### src/rtl/daq_dma_framer.sv
// rtl/daq_dma_framer.sv - DAQ DMA stream framer
// Wraps each DMA event in a header (magic, fpga id, event number) and a trailer (word count, XOR checksum).
module daq_dma_framer #(
  parameter logic [7:0]  HDR_MAGIC = 8'hBE,
  parameter logic [7:0]  TRL_MAGIC = 8'hEF,
  parameter int unsigned CNT_WIDTH = 16
) (
  input  logic        dma_clk,
  input  logic        reset_n,
  input  logic        enable,
  input  logic        clear,
  input  logic [7:0]  fpga_id,
  input  logic        in_valid,
  input  logic [63:0] in_data,
  input  logic        in_last,
  output logic        in_ready,
  output logic        m_valid,
  output logic [63:0] m_data,
  output logic        m_last,
  input  logic        m_ready,
  output logic        busy,
  output logic [31:0] event_number,
  output logic [31:0] events_sent
);

  typedef enum logic [1:0] {S_IDLE, S_HEADER, S_BODY, S_TRAILER} state_t;

  localparam logic [CNT_WIDTH-1:0] CNT_ONE = CNT_WIDTH'(1);

  state_t                 state_q, state_d;
  logic                   m_valid_q, m_valid_d;
  logic [63:0]            m_data_q, m_data_d;
  logic                   m_last_q, m_last_d;
  logic [CNT_WIDTH-1:0]   word_count_q, word_count_d;
  logic [31:0]            csum_q, csum_d;
  logic [31:0]            event_number_q, event_number_d;
  logic [31:0]            events_sent_q, events_sent_d;
  logic [15:0]            cnt16;
  logic                   ld;
  logic                   xfer;

  assign ld       = !m_valid_q || m_ready;
  assign in_ready = (state_q == S_BODY) && ld;
  assign xfer     = in_valid && in_ready;

  generate
    if (CNT_WIDTH >= 16) begin : g_cnt_trunc
      assign cnt16 = word_count_q[15:0];
    end else begin : g_cnt_ext
      assign cnt16 = {{(16-CNT_WIDTH){1'b0}}, word_count_q};
    end
  endgenerate

  always_ff @(posedge dma_clk or negedge reset_n) begin
    if (!reset_n) begin
      state_q        <= S_IDLE;
      m_valid_q      <= 1'b0;
      m_data_q       <= 64'h0;
      m_last_q       <= 1'b0;
      word_count_q   <= '0;
      csum_q         <= 32'h0;
      event_number_q <= 32'h0;
      events_sent_q  <= 32'h0;
    end else begin
      state_q        <= state_d;
      m_valid_q      <= m_valid_d;
      m_data_q       <= m_data_d;
      m_last_q       <= m_last_d;
      word_count_q   <= word_count_d;
      csum_q         <= csum_d;
      event_number_q <= event_number_d;
      events_sent_q  <= events_sent_d;
    end
  end

  // The input word that opens an event is only looked at here, not consumed.
  always_comb begin
    state_d = state_q;
    unique case (state_q)
      S_IDLE:    if (enable && in_valid) state_d = S_HEADER;
      S_HEADER:  if (ld)                 state_d = S_BODY;
      S_BODY:    if (xfer && in_last)    state_d = S_TRAILER;
      S_TRAILER: if (ld)                 state_d = S_IDLE;
      default:                           state_d = S_IDLE;
    endcase
  end

  always_comb begin
    m_valid_d      = m_valid_q;
    m_data_d       = m_data_q;
    m_last_d       = m_last_q;
    word_count_d   = word_count_q;
    csum_d         = csum_q;
    event_number_d = event_number_q;
    events_sent_d  = events_sent_q;

    if (ld) begin
      m_valid_d = 1'b0;
      m_last_d  = 1'b0;
      unique case (state_q)
        S_HEADER: begin
          m_valid_d    = 1'b1;
          m_data_d     = {HDR_MAGIC, fpga_id, 16'h0, event_number_q};
          word_count_d = '0;
          csum_d       = 32'h0;
        end
        S_BODY: begin
          if (xfer) begin
            m_valid_d = 1'b1;
            m_data_d  = in_data;
            if (word_count_q != '1) word_count_d = word_count_q + CNT_ONE;
            csum_d    = csum_q ^ in_data[63:32] ^ in_data[31:0];
          end
        end
        S_TRAILER: begin
          m_valid_d      = 1'b1;
          m_data_d       = {TRL_MAGIC, 8'h0, cnt16, csum_q};
          m_last_d       = 1'b1;
          event_number_d = event_number_q + 32'd1;
        end
        default: ;
      endcase
    end

    if (m_valid_q && m_ready && m_last_q) events_sent_d = events_sent_q + 32'd1;

    // clear outranks any same-cycle increment of either counter
    if (clear) begin
      event_number_d = 32'h0;
      events_sent_d  = 32'h0;
    end
  end

  assign m_valid      = m_valid_q;
  assign m_data       = m_data_q;
  assign m_last       = m_last_q;
  assign busy         = (state_q != S_IDLE);
  assign event_number = event_number_q;
  assign events_sent  = events_sent_q;

endmodule
### config.mk
export PLATFORM = sky130hd
export DESIGN_NAME = daq_dma_framer
export DESIGN_NICKNAME = d
export VERILOG_FILES = /design/src/rtl/daq_dma_framer.sv
export SDC_FILE = /design/constraint.sdc
export NUM_CORES = 1
export LEC_CHECK = 0
export BUFFER_PORTS_ARGS = -buffer_cell sky130_fd_sc_hd__buf_2
export CORE_AREA = 2 2 195 101
export DETAILED_ROUTE_END_ITERATION = 8
export DIE_AREA = 0 0 197 103
export PLACE_DENSITY = 0.75
export SETUP_SLACK_MARGIN = 0.05
export SLEW_MARGIN = 40
export SYNTH_ARGS = -nofsm -noshare
export SYNTH_HDL_FRONTEND = slang
export SYNTH_SLANG_ARGS = --single-unit
### constraint.sdc
create_clock -name dma_clk -period 3 [get_ports dma_clk]
set_input_delay 0.45 -clock dma_clk [delete_from_list [all_inputs] [get_ports dma_clk]]
set_output_delay 0.45 -clock dma_clk [all_outputs]
set_load 0.05 [all_outputs]
== After elaboration in Yosys (flattened, before gate mapping) ==
Cells that the tools add are included.

* $add $sub $neg: 3
* Equality and inequality tests: 10
* Multiplexer cells: 20
* Bitwise logic cells: 2
* Reduce and logical (&&, ||, !) cells: 21

{| class="wikitable"
|+ Operators by type and width
! kind !! number
|-
| 32-bit two-way mux || 6
|-
| 64-bit one-hot mux with 3 select lines || 1
|-
| 32-bit by 1-bit adder with 32-bit output, second input constant || 2
|-
| 64-bit two-way mux || 1
|-
| 32-bit one-hot mux with 2 select lines || 1
|-
| 32-bit bitwise XOR || 2
|-
| 16-bit two-way mux || 2
|-
| 16-bit one-hot mux with 2 select lines || 1
|-
| 16-bit by 1-bit adder with 16-bit output, second input constant || 1
|-
| 16-bit != test, second input constant || 1
|-
| 2-bit nonzero test || 5
|-
| 2-bit two-way mux || 4
|-
| 2-bit != test, second input constant || 4
|-
| 2-bit one-hot mux with 4 select lines || 1
|-
| 4-bit AND reduction || 2
|-
| 1-bit logical AND || 6
|-
| 3-bit AND reduction || 2
|-
| 2-bit equality test, second input constant || 2
|-
| 2-bit by 1-bit != test with 1-bit output, second input constant || 2
|-
| 3-bit nonzero test || 1
|-
| 2-bit by 1-bit equality test with 1-bit output, second input constant || 1
|-
| 2-bit zero test || 1
|-
| 1-bit two-way mux || 2
|-
| 1-bit one-hot mux with 2 select lines || 1
|-
| 4 further kinds || 4
|}

* Flip-flop bits (word level): 180
* Input bits: 79
* Output and inout bits: 132
* Word-level logic and storage cells: 64

== Depth between registers and ports, before layout ==
Gate-level depths: netlist of the first run.

* Depth after elaboration: 7
* Mapped depth: 10
* Mapped depth without buffers: 7

== Worst setup path after synthesis of the first run ==
OpenSTA, ideal clock, no wires.

* Path kind: register to output
* Start: register state_q[0]
* End: output port in_ready
* Arrival time: 1.762 ns
* Data required time: 2.550 ns
* Setup slack: 0.788 ns
* Cell stages (with the launch flop): 7
* Path buffers: 2
* Cell sequence: dfrtp_1 inv_1 ha_1 buf_2 inv_1 clkbuf_1 nor2_1

* Word-level cells in the longest chain between the ends: 2

{| class="wikitable"
|+ Ends and longest elaborated chain
! item !! RTL line !! RTL
|-
| from (decl) || 30 || <nowiki>state_t state_q, state_d;</nowiki>
|-
| from (signal assigned) || 65 || <nowiki>state_q <= state_d;</nowiki>
|-
| 2-bit equality test || 43 || <nowiki>assign in_ready = (state_q == S_BODY) && ld;</nowiki>
|-
| 1-bit logical AND || 43 ||
|-
| to (decl) || 16 || <nowiki>output logic in_ready,</nowiki>
|}

No other way between the ends.

== Final worst setup path of the first run ==
* Start: register state_q[0]
* End: register csum_q[14]

* Word-level cells in the longest chain between the ends: 5
* Elaborated cells between the ends (all ways): 8
* Classes of those cells: eq/ne (3); mux (1); reduce/logical (4)

{| class="wikitable"
|+ Ends and longest elaborated chain
! item !! RTL line !! RTL
|-
| 2-bit equality test || 43, 100 ||
|-
| 1-bit logical AND || 43 ||
|-
| 1-bit logical AND || 44 || <nowiki>assign xfer = in_valid && in_ready;</nowiki>
|-
| 2-bit != test (no source line) || - ||
|-
| 3-bit AND reduction (no source line) || - ||
|-
| to (signal assigned) || 70 || <nowiki>csum_q <= csum_d;</nowiki>
|-
| to (decl) || 35 || <nowiki>logic [31:0] csum_q, csum_d;</nowiki>
|}

Parallel ways exist; a longest one is shown, timed or not.
A chain may end at the register's enable or synchronous reset.

==> results of run 1 <==
critical path, cell delays in order, from the launching register on:
cell and delay (ns):
sky130_fd_sc_hd__dfrtp_1 0.41, sky130_fd_sc_hd__inv_1 0.18, sky130_fd_sc_hd__ha_4 0.18, sky130_fd_sc_hd__buf_4 0.49, sky130_fd_sc_hd__nand3_1 0.51, sky130_fd_sc_hd__buf_4 0.35, sky130_fd_sc_hd__o31ai_1 0.23
power groups by stage:
stage | clock, mW | sequential (mW) | combinational [mW]
final | 2.27 | 3.60 | 5.42
after global routing | 2.41 | 3.68 | 5.87
after CTS | 2.30 | 3.59 | 5.42
after detailed placement | 0 | 3.62 | 5.42
after global placement | 0 | 3.61 | 5.30
after floorplan | 0 | 5.16 | 2.42
routing by layer:
layer	vias up	global-route usage	wire length, um
met1	4024	0.423	13500
met3	13	0.0572	2090
met5	-	0	0
li1	3874	-	-
met4	0	0.0474	169
met2	315	0.381	11200
synthesized netlist by cell type (20+ instances only):
cell type                  count  area (um^2)
sky130_fd_sc_hd__dfrtp_1     180         4500
sky130_fd_sc_hd__a21oi_1      53          265
sky130_fd_sc_hd__nor2_1      142          533
sky130_fd_sc_hd__buf_2        23          115
sky130_fd_sc_hd__clkbuf_1     28          105
sky130_fd_sc_hd__nand3_1      20          100
sky130_fd_sc_hd__nor3_1       35          175
sky130_fd_sc_hd__a31oi_1      34          213
sky130_fd_sc_hd__xnor2_1      76          666
sky130_fd_sc_hd__o21ai_0      29          145
sky130_fd_sc_hd__a22oi_1      53          398
sky130_fd_sc_hd__nand2_1      84          315
per-stage QoR:
| stage | utilization | total power, mW | area (um^2) |
|---|---|---|---|
| floorplan | - | 7.58 | 9380 |
| global placement | 0.567 | 8.91 | 10700 |
| detailed placement | 0.567 | 9.04 | 10700 |
| CTS | 0.598 | 11.3 | 11300 |
| global route | 0.598 | 12.0 | 11300 |
| finish | 0.598 | 11.3 | 11300 |
area by class of cell:
| class | count | area share |
|---|---|---|
| diodes | 1 | 0.000222 |
| clock buffers | 17 | 0.0378 |
| clock inverters | 15 | 0.0143 |
| inverters | 15 | 0.00500 |
| multi-input cells | 724 | 0.404 |
| flip-flops and latches | 180 | 0.400 |
| well taps | 247 | 0.0274 |
| repair buffers | 233 | 0.112 |
sequential cells by signal, summed over array words and instances, names as in the netlist:
| name | flops |
|---|---|
| m_data | 64 |
| csum_q | 32 |
| event_number | 32 |
| events_sent | 32 |
| cnt16 | 16 |
| state_q | 2 |
| m_last | 1 |
| m_valid | 1 |
logic make-up after synthesis:
group | count (synthesis) | share of synthesized area
DFF | 180 | 0.480
xor gates and xnor gates | 87 | 0.0812
muxes | 8 | 0.00893
adders and majority gates | 8 | 0.0107
buffers and inverters | 78 | 0.0383
and+or+nand+nor | 383 | 0.216
AOI/OAI and AO/OA | 238 | 0.165
final timing paths:
check | end | cells after the start
max | csum_q[14] | 6
min | m_data[22] | 1
max reg2reg | csum_q[14] | 6
min reg2reg | csum_q[18] | 1
max in group asynchronous | events_sent[20] | 2
min in group dma_clk | m_data[57] | 3
==> qor.log, run 1 <==
INFO  status         outcome=complete, no violations
INFO  drt            dr.first_iter.drc_count=589
INFO  hold_path      min-delay-path-class=primary input to asynchronous set/reset pin
INFO  synthesis      syn_area=0.00938mm^2
INFO  drt            route.detailed.wl_per_inst=18.8um
INFO  cts            cts_tree=built
INFO  drt            antenna_left=0
INFO  power          net_switching_fraction_of_the_power=0.488
INFO  synthesis      synth_enable_flop_cells=0
INFO  layout         layout.cells.non_filler=1432
INFO  placement      portBuffers=210
INFO  floorplan      start_util=0.498
INFO  timing         rsz0062_at_grt=no
INFO  placement      place_ws=0.613ns
INFO  timing         setup_tns=0ns
INFO  drt            post-route-drc-count=0
INFO  global_route   grt_start_max_net_pins=93
INFO  worst_setup_path critPathLaunch=state_q[0]
INFO  drt            route.detailed.vias_per_inst=5.74
INFO  cts            cts.reportedPaths.clkPinSlew=0.08ns
INFO  floorplan      placeableCoreArea=0.0188mm^2
INFO  layout         area_occupied_by_registers=0.00450mm^2
INFO  placement      numPlacedInstances=1399
INFO  worst_setup_path kind_of_critical_path=register to register
INFO  synthesis      ys_async_sr_fraction=1.00
INFO  global_route   antenna_found_initial=1
INFO  global_route   first_global_vias=7384
INFO  worst_setup_path crit_path_max_fanout=60
INFO  job            cap_viol_max_count=0
INFO  power          switch_pwr=5.52mW
INFO  cts            cts-buffers-inserted=17
INFO  power          power_report.internal_total=5.78mW
INFO  synthesis      ys_warn_count=0
INFO  cts            cts_max_level=4
INFO  power          sequentialPowerShare=0.319
INFO  floorplan      ios=211
INFO  timing         finalHoldWorstSlack=0.0359ns
INFO  worst_setup_path timing.critical_path.from_type=register
INFO  timing         final-setup-viol-count=0
INFO  power          irDropWorstVdd=0.800mV
INFO  layout         final_nets=1258
INFO  placement      rd_place_congestion=0.859
INFO  timing         final.period_utilization=0.817
INFO  floorplan      std_cell_rows=36
INFO  worst_setup_path timing.reg2reg.setup_slack=0.55ns
INFO  synthesis      synth_cell_types=50
INFO  timing         timing.max_slew.rel_slack=0.577
INFO  cts            clock_path_buffers=2
INFO  drt            drt_first_pass_iters=5
INFO  worst_setup_path critical_path_arrival=2.79ns
INFO  synthesis      primary_flip_flop_cell_chosen_by_synthesis_mapping=sky130_fd_sc_hd__dfrtp_1
INFO  layout         layout.cells.most_common=sky130_fd_sc_hd__buf_2
INFO  floorplan      die_height=103um
INFO  drt            routed_via_count=8226
INFO  layout         multiInputGateArea=0.00455mm^2
INFO  floorplan      floorplan.die.width=197um
INFO  worst_setup_path crit_path_end_kind=register
INFO  cts            cts.root.buffer_cell=sky130_fd_sc_hd__clkbuf_16
INFO  power          power_frac_comb=0.480
INFO  worst_setup_path required=3.34ns
INFO  cts            post_cts_buffers=0
INFO  power          power.clock.fraction=0.201
INFO  synthesis      synth_cells=982
INFO  worst_setup_path crit-reg2reg-launch=state_q[0]
INFO  timing         drv_slew=0
INFO  layout         final_layout_size_suffix_gt1_frac=0.261
INFO  synthesis      post_synth.cell_area_avg=9.55um^2
INFO  synthesis      synth-seq-area-share=0.480
INFO  drt            wirelength=27000um
INFO  timing         final_period_minus_worst_setup_slack=2.45ns
INFO  cts            cts_num_sinks=180
INFO  timing         final.setup_skew=0.0150ns
INFO  floorplan      die_area=0.0203mm^2
INFO  timing         transition_time_of_the_tightest_slew_check_pin=0.634ns
INFO  cts            cts_resizes=0
INFO  placement      hpwl=19500um
INFO  cts            post_cts_hold_fix_bufs=0
INFO  global_route   grt-ovfl-total=0
INFO  timing         setup_ws=0.549ns
INFO  power          p_per_area=1000mW/mm^2
INFO  synthesis      ys_ff_latch=180
INFO  cts            clock_latency=0.43ns
INFO  layout         fillCellCount=1633
INFO  synthesis      syn-num-nets=1069
INFO  timing         timing_hold_violations_final=0
INFO  power          leakage=5.04nW
INFO  layout         mostFrequentLayoutCells=sky130_fd_sc_hd__buf_2 (209), sky130_fd_sc_hd__dfrtp_1 (180), sky130_fd_sc_hd__nor2_1 (140), sky130_fd_sc_hd__nand2_1 (83), sky130_fd_sc_hd__xnor2_1 (76)
INFO  timing         timing.fmax=408MHz
INFO  global_route   grt_first_pass_wirelength=41800um
INFO  layout         synthToLayoutAreaGrowth=20.1%
INFO  global_route   grtUsageTotal=0.269
Note: power is estimated with default switching activity, not from simulation.
==> run 2: changes to the inputs <==
Settings changed: ABC_AREA set to 1, CORE_AREA 2 2 195 101 to 2 2 202 105, DIE_AREA 0 0 197 103 to 0 0 204 107, PLACE_DENSITY 0.75 to 0.74.
Clock period 3 ns to 2.3 ns, I/O delays scaled along.
==> run 2 against run 1 <==
Effect of this change: non-clock buffer count fell by 5; largest power group unchanged; area after synthesis rose by 7.5%; sequential cell count did not move; largest cell class unchanged; clock skew fell by 0.0041 ns.
==> qor.log, run 2 <==
INFO  floorplan      std_cell_rows=37
INFO  worst_setup_path kind_of_critical_path=register to output pin
INFO  worst_setup_path cpMaxStageDelayCell=sky130_fd_sc_hd__dfrtp_1
INFO  synthesis      library_cell_with_the_largest_summed_area_after_synthesis=sky130_fd_sc_hd__dfrtp_1
INFO  placement      rd_place_congestion=0.983
INFO  drt            route.detailed.wl_per_inst=18.1um
INFO  global_route   grt_start_max_net_pins=59
INFO  cts            clock_latency=0.44ns
INFO  drt            dr.first_iter.drc_count=1038
INFO  layout         number_of_flip_flops_in_the_largest_register=64
INFO  drt            antenna_left=0
INFO  timing         final.period_utilization=0.938
INFO  synthesis      synth_cell_types=41
INFO  placement      hpwl=24900um
INFO  timing         drv_slew=0
INFO  drt            drt_first_pass_iters=5
INFO  timing         transition_time_of_the_tightest_slew_check_pin=0.605ns
INFO  layout         antennaDiodeCount=0
INFO  floorplan      die_area=0.0218mm^2
INFO  synthesis      yosys-top-cells-area=sky130_fd_sc_hd__dfrtp_1 (45%), sky130_fd_sc_hd__nand2_1 (15%), sky130_fd_sc_hd__inv_1 (4.6%)
INFO  drt            routed_via_count=10.1k
INFO  drt            route.detailed.vias_per_inst=5.51
INFO  worst_setup_path crit_path_max_incr_delay=0.42ns
INFO  floorplan      start_util=0.502
INFO  synthesis      synth_adder_area_share=0.00992
INFO  layout         synthToLayoutAreaGrowth=19.4%
INFO  timing         setup_tns=0ns
INFO  synthesis      ys_warn_count=0
INFO  synthesis      ys_ff_latch=180
INFO  cts            cts.reportedPaths.clkPinSlew=0.07ns
INFO  cts            cts_max_level=4
INFO  synthesis      post_synth.cell_area_avg=7.52um^2
INFO  cts            clock_path_buffers=2
INFO  timing         final-setup-viol-count=0
INFO  synthesis      synth_simple_gate_area_frac=0.297
INFO  cts            cts_tree=built
INFO  drt            post-route-drc-count=0
INFO  layout         layout.cells.most_common=sky130_fd_sc_hd__nand2_1
INFO  layout         layout.cells.non_filler=1828
INFO  worst_setup_path crit_path_end_kind=output pin
INFO  synthesis      synth_enable_flop_cells=0
INFO  floorplan      die_height=107um
INFO  global_route   grtUsageTotal=0.311
INFO  synthesis      syn-num-nets=1428
INFO  hold_path      min-delay-path-class=primary input to register
INFO  synthesis      complex_gate_fraction_of_the_synthesized_area=0.140
INFO  global_route   first_global_vias=9155
INFO  synthesis      synthMostInstantiatedCell=sky130_fd_sc_hd__nand2_1
INFO  global_route   grt_first_pass_wirelength=51400um
INFO  global_route   antenna_found_initial=0
INFO  job            cap_viol_max_count=0
INFO  cts            post_cts_buffers=0
INFO  timing         rsz0062_at_grt=no
INFO  synthesis      synth_top_family_by_area=simple AND/OR/NAND/NOR gates
INFO  layout         multiInputGateArea=0.00485mm^2
INFO  timing         timing.max_slew.rel_slack=0.596
INFO  timing         timing_hold_violations_final=0
INFO  timing         final_period_minus_worst_setup_slack=2.16ns
INFO  worst_setup_path critical_path_arrival=1.81ns
INFO  placement      portBuffers=210
INFO  synthesis      synth.area.mux_share=0
INFO  synthesis      synth-seq-area-share=0.447
INFO  cts            cts_num_sinks=180
INFO  power          irDropWorstVdd=0.693mV
INFO  status         outcome=complete, no violations
INFO  layout         mostFrequentLayoutCells=sky130_fd_sc_hd__nand2_1 (407), sky130_fd_sc_hd__buf_2 (208), sky130_fd_sc_hd__dfrtp_1 (180), sky130_fd_sc_hd__inv_1 (124), sky130_fd_sc_hd__nor2_1 (119)
INFO  layout         final_nets=1629
INFO  worst_setup_path required=1.96ns
INFO  synthesis      netlist.area_leader.share=0.447
INFO  cts            cts-buffers-inserted=17
INFO  cts            cts.root.buffer_cell=sky130_fd_sc_hd__clkbuf_16
INFO  layout         area_occupied_by_registers=0.00450mm^2
INFO  timing         timing.fmax=464MHz
INFO  timing         final.setup_skew=0.0108ns
INFO  layout         fillCellCount=1886
INFO  synthesis      synth.cells.most_frequent=sky130_fd_sc_hd__nand2_1 (407), sky130_fd_sc_hd__dfrtp_1 (180), sky130_fd_sc_hd__inv_1 (124)
INFO  worst_setup_path crit_path_max_fanout=12
INFO  floorplan      placeableCoreArea=0.0201mm^2
INFO  synthesis      ys_async_sr_fraction=1.00
INFO  worst_setup_path timing.critical_path.from_type=register
INFO  drt            wirelength=33000um
INFO  layout         final_core_util=0.599
INFO  layout         final_layout_size_suffix_gt1_frac=0.195
INFO  synthesis      synth_cells=1341
INFO  floorplan      floorplan.die.width=204um
INFO  synthesis      primary_flip_flop_cell_chosen_by_synthesis_mapping=sky130_fd_sc_hd__dfrtp_1
INFO  power          p_per_area=1150mW/mm^2
INFO  synthesis      syn_area=0.0101mm^2
INFO  power          leakage=6.03nW
INFO  floorplan      ios=211
INFO  placement      numPlacedInstances=1795
INFO  global_route   grt-ovfl-total=0
INFO  worst_setup_path cp_cell_sequence=inv_1, ha_2, inv_2, nor2_2, buf_4
INFO  synthesis      synth-xor-area-share=0.0330
## run 2: cell count changes in the layout (fill, tap and decap cells not counted), moves of 53 or more
cell,delta
sky130_fd_sc_hd__xnor2_1,-75
sky130_fd_sc_hd__nand2_1,+324
sky130_fd_sc_hd__o21ai_0,+57
sky130_fd_sc_hd__nand3_1,+67
sky130_fd_sc_hd__a22oi_1,-53
sky130_fd_sc_hd__inv_1,+109
## run 2: cells by family after synthesis
kind of cell               Yosys count
xor gates and xnor gates            38
AOI/OAI and AO/OA                  251
adders and majority gates            8
DFF                                180
buffers and inverters              178
and+or+nand+nor                    686
## run 2: worst paths after layout
| path | from | end | slack (ns) | cells past startpoint |
|---|---|---|---|---|
| worst max-delay path | state_q[0] | in_ready | 0.14 | 5 |
| worst min register to register | m_data[35] | m_data[35] | 0.48 | 2 |
| worst max register to register | state_q[0] | cnt16[8] | 0.29 | 9 |
| max in group asynchronous | reset_n | m_data[58] | 1.15 | 3 |
| min in group asynchronous | reset_n | events_sent[4] | 0.43 | 2 |
| worst min-delay path | in_data[60] | csum_q[28] | 0.17 | 3 |
## run 2: what timing repair did
item | in CTS | in global routing
gates resized for setup | 0 | 3
hold buffers | 1 | 0
setup endpoints to repair | 0 | 1
endpoints found under the hold margin | 48 | 0
## run 2: through the flow
step                      power (mW)  hold slack [ns]  area (um^2)  setup slack, ns
after global placement          10.7            0.352        11400            0.440
after detailed placement        10.8            0.341        11400            0.347
after global routing            14.8            0.189        12000           0.0582
final                           13.9            0.171        12000            0.143
after CTS                       13.9            0.158        12000           0.0644
after floorplan                 9.10           0.0494        10100            0.132
## run 2: critical path, delay by kind of cell, from the launching register on
family	cells	cell delay [ns]
flip-flops	1	0.42
adder cells (fa/ha/maj)	1	0.26
buffers and inverters	3	0.50
AND/OR/NAND/NOR	1	0.18
## run 2: routing by layer
metal / routed length (um) / global-route usage
met1: 16400 / 0.505
met2: 12600 / 0.396
met3: 3710 / 0.0945
met4: 242 / 0.0538
met5: 0 / 0
## run 2: final cells by class
cell class / count / share of cell area
Inverter: 132 / 0.0411
Clock buffer: 24 / 0.0425
Tap cell: 273 / 0.0284
Sequential cell: 180 / 0.374
Multi-Input combinational cell: 983 / 0.402
Timing Repair Buffer: 228 / 0.104
Clock inverter: 8 / 0.00800
## run 2: power by group
group | total [mW] | leakage (nW) | switching (mW) | internal, mW
clock | 3.05 | 0.302 | 1.28 | 1.77
combinational | 6.43 | 3.34 | 4.84 | 1.59
sequential | 4.42 | 2.39 | 0.513 | 3.91
total | 13.9 | 6.03 | 6.63 | 7.28
==> run 3: changes to the inputs <==
--- a/config.mk
+++ b/config.mk
@@ -9,5 +9,5 @@
 export BUFFER_PORTS_ARGS = -buffer_cell sky130_fd_sc_hd__buf_2
-export CORE_AREA = 2 2 202 105
+export CORE_AREA = 2 2 144 146
 export DETAILED_ROUTE_END_ITERATION = 8
-export DIE_AREA = 0 0 204 107
+export DIE_AREA = 0 0 146 148
 export PLACE_DENSITY = 0.74
--- a/constraint.sdc
+++ b/constraint.sdc
@@ -3,2 +3,2 @@
 set_output_delay 0.345 -clock dma_clk [all_outputs]
-set_load 0.05 [all_outputs]
+set_load 0.1 [all_outputs]
==> run 3 against run 2 <==
Effect of this change: setup slack worse by 0.0054 ns; global-route usage down 2.3 points; total power up 13%; count of clock-buffer cells in the layout down 7; clock power down 3%; sequential share of layout area down 0.062 points; utilization up 0.26 points; largest cell class unchanged; largest power group unchanged.
==> qor.log, run 3 (synthesized netlist as in run 2, its figures left out) <==
INFO  cts            clock_path_buffers=2
INFO  worst_setup_path crit_path_max_fanout=12
INFO  worst_setup_path critPathBufInv=4
INFO  drt            route.detailed.wl_per_inst=17.1um
INFO  floorplan      die_area=0.0216mm^2
INFO  layout         number_of_flip_flops_in_the_largest_register=64
INFO  floorplan      die_height=148um
INFO  layout         synthToLayoutAreaGrowth=19.6%
INFO  worst_setup_path required=1.96ns
INFO  power          irDropWorstVdd=0.773mV
INFO  global_route   grt-ovfl-total=0
INFO  placement      place_ws=0.361ns
INFO  layout         fillCellCount=1842
INFO  timing         final_period_minus_worst_setup_slack=2.16ns
INFO  timing         setup_tns=0ns
INFO  drt            drt_first_pass_iters=6
INFO  drt            dr_wl_met2=14400um
INFO  timing         final-setup-viol-count=0
INFO  worst_setup_path kind_of_critical_path=register to output pin
INFO  worst_setup_path cp_cell_sequence=inv_1, ha_4, inv_4, buf_4, nor2_4, buf_12
INFO  global_route   grtUsageTotal=0.288
INFO  cts            post_cts_buffers=0
INFO  timing         timing.fmax=462MHz
INFO  floorplan      floorplan.die.width=146um
INFO  timing         transition_time_of_the_tightest_slew_check_pin=0.667ns
INFO  worst_setup_path critical_path_arrival=1.82ns
INFO  cts            cts.root.buffer_cell=sky130_fd_sc_hd__clkbuf_16
INFO  drt            wirelength=31200um
INFO  global_route   grt_start_max_net_pins=63
INFO  worst_setup_path crit_path_end_kind=output pin
INFO  floorplan      placeableCoreArea=0.0200mm^2
INFO  drt            sum_of_routed_wire_segments_on_met1=13000um
INFO  timing         setup_ws=0.137ns
INFO  cts            cts_tree=built
INFO  power          p_per_area=1300mW/mm^2
INFO  cts            cts-buffers-inserted=17
INFO  placement      rd_place_congestion=0.924
INFO  cts            cts.reportedPaths.clkPinSlew=0.07ns
INFO  drt            dr.first_iter.drc_count=995
INFO  timing         timing.max_slew.rel_slack=0.555
INFO  drt            post-route-drc-count=0
INFO  layout         final_nets=1632
INFO  floorplan      start_util=0.503
INFO  drt            top_routing_layer_used=met4
INFO  layout         final_core_util=0.602
INFO  timing         drv_slew=0
INFO  layout         final_layout_size_suffix_gt1_frac=0.197
INFO  layout         mostFrequentLayoutCells=sky130_fd_sc_hd__nand2_1 (407), sky130_fd_sc_hd__buf_2 (208), sky130_fd_sc_hd__dfrtp_1 (180), sky130_fd_sc_hd__inv_1 (124), sky130_fd_sc_hd__nor2_1 (119)
INFO  floorplan      ios=211
INFO  drt            routed_via_count=9990
INFO  worst_setup_path timing.critical_path.from_type=register
INFO  placement      portBuffers=210
INFO  timing         rsz0062_at_grt=no
INFO  global_route   first_global_vias=9211
INFO  floorplan      std_cell_rows=52
INFO  drt            route.detailed.vias_per_inst=5.46
INFO  cts            cts_num_sinks=180
INFO  layout         antennaDiodeCount=0
INFO  drt            antenna_left=0
INFO  timing         finalHoldWorstSlack=0.176ns
INFO  worst_setup_path crit_path_max_incr_delay=0.41ns
INFO  power          leakage=6.03nW
INFO  cts            cts_max_level=4
INFO  placement      hpwl=22900um
INFO  timing         final.period_utilization=0.940
INFO  global_route   antenna_found_initial=0
INFO  hold_path      min-delay-path-class=primary input to register
INFO  global_route   grt_first_pass_wirelength=49000um
INFO  worst_setup_path cpMaxStageDelayCell=sky130_fd_sc_hd__dfrtp_1
INFO  cts            clock_latency=0.44ns
INFO  layout         layout.cells.most_common=sky130_fd_sc_hd__nand2_1
INFO  drt            met3_length=2590um
INFO  worst_setup_path crit_family=buffers and inverters
INFO  job            cap_viol_max_count=0
INFO  timing         final.setup_skew=0.00933ns
INFO  timing         timing_hold_violations_final=0
INFO  status         outcome=complete, no violations
==> run 3: per-stage QoR <==
stage | power [mW] | std cells | area, um^2
after CTS | 15.7 | 1828 | 12100
after detailed placement | 12.7 | 1795 | 11500
after global placement | 12.6 | 1795 | 11500
final | 15.7 | 1828 | 12100
after global routing | 16.4 | 1828 | 12100
after floorplan | 10.9 | 1341 | 10100
==> run 3: final timing paths <==
kind | start | endpoint | slack, ns | cells after the start
worst max-delay path | state_q[0] | in_ready | 0.14 | 6
worst min-delay path | in_data[61] | csum_q[29] | 0.18 | 3
worst max register to register | event_number[1] | event_number[18] | 0.36 | 9
worst min register to register | m_data[39] | m_data[39] | 0.48 | 2
max in group asynchronous | reset_n | m_data[47] | 1.14 | 3
min in group asynchronous | reset_n | m_data[48] | 0.44 | 2
==> run 3: power by group <==
group	switching, mW	internal [mW]
sequential	0.492	3.91
clock	1.36	1.61
combinational	6.62	1.68
total	8.47	7.20
==> run 3: per-layer routing <==
layer	track usage	vias up
li1	-	4781
met1	0.382	4671
met2	0.465	466
met3	0.0596	72
met4	0.115	0
met5	0	-
==> run 3: layout make-up <==
cell class | count | area (um^2) | share of cell area
inverter | 132 | 498 | 0.0413
tap | 270 | 338 | 0.0280
multi-input combinational | 983 | 4860 | 0.403
clock inverter | 15 | 154 | 0.0128
timing repair buffer | 231 | 1280 | 0.106
clock buffer | 17 | 425 | 0.0353
sequential | 180 | 4500 | 0.373
==> run 3: worst register-to-register path: cells and delay by family (launching register included) <==
kind / cells / cell delay, ns
adders and majority gates: 1 / 0.23
buffers and inverters: 1 / 0.19
DFF: 1 / 0.41
and+or+nand+nor: 7 / 1.03
==> run 3: timing repair <==
item	in CTS	in global routing
hold buffers	1	0
gates resized for setup	1	1
endpoints found under the hold margin	50	0
gates cloned	0	0
setup endpoints to repair	1	1
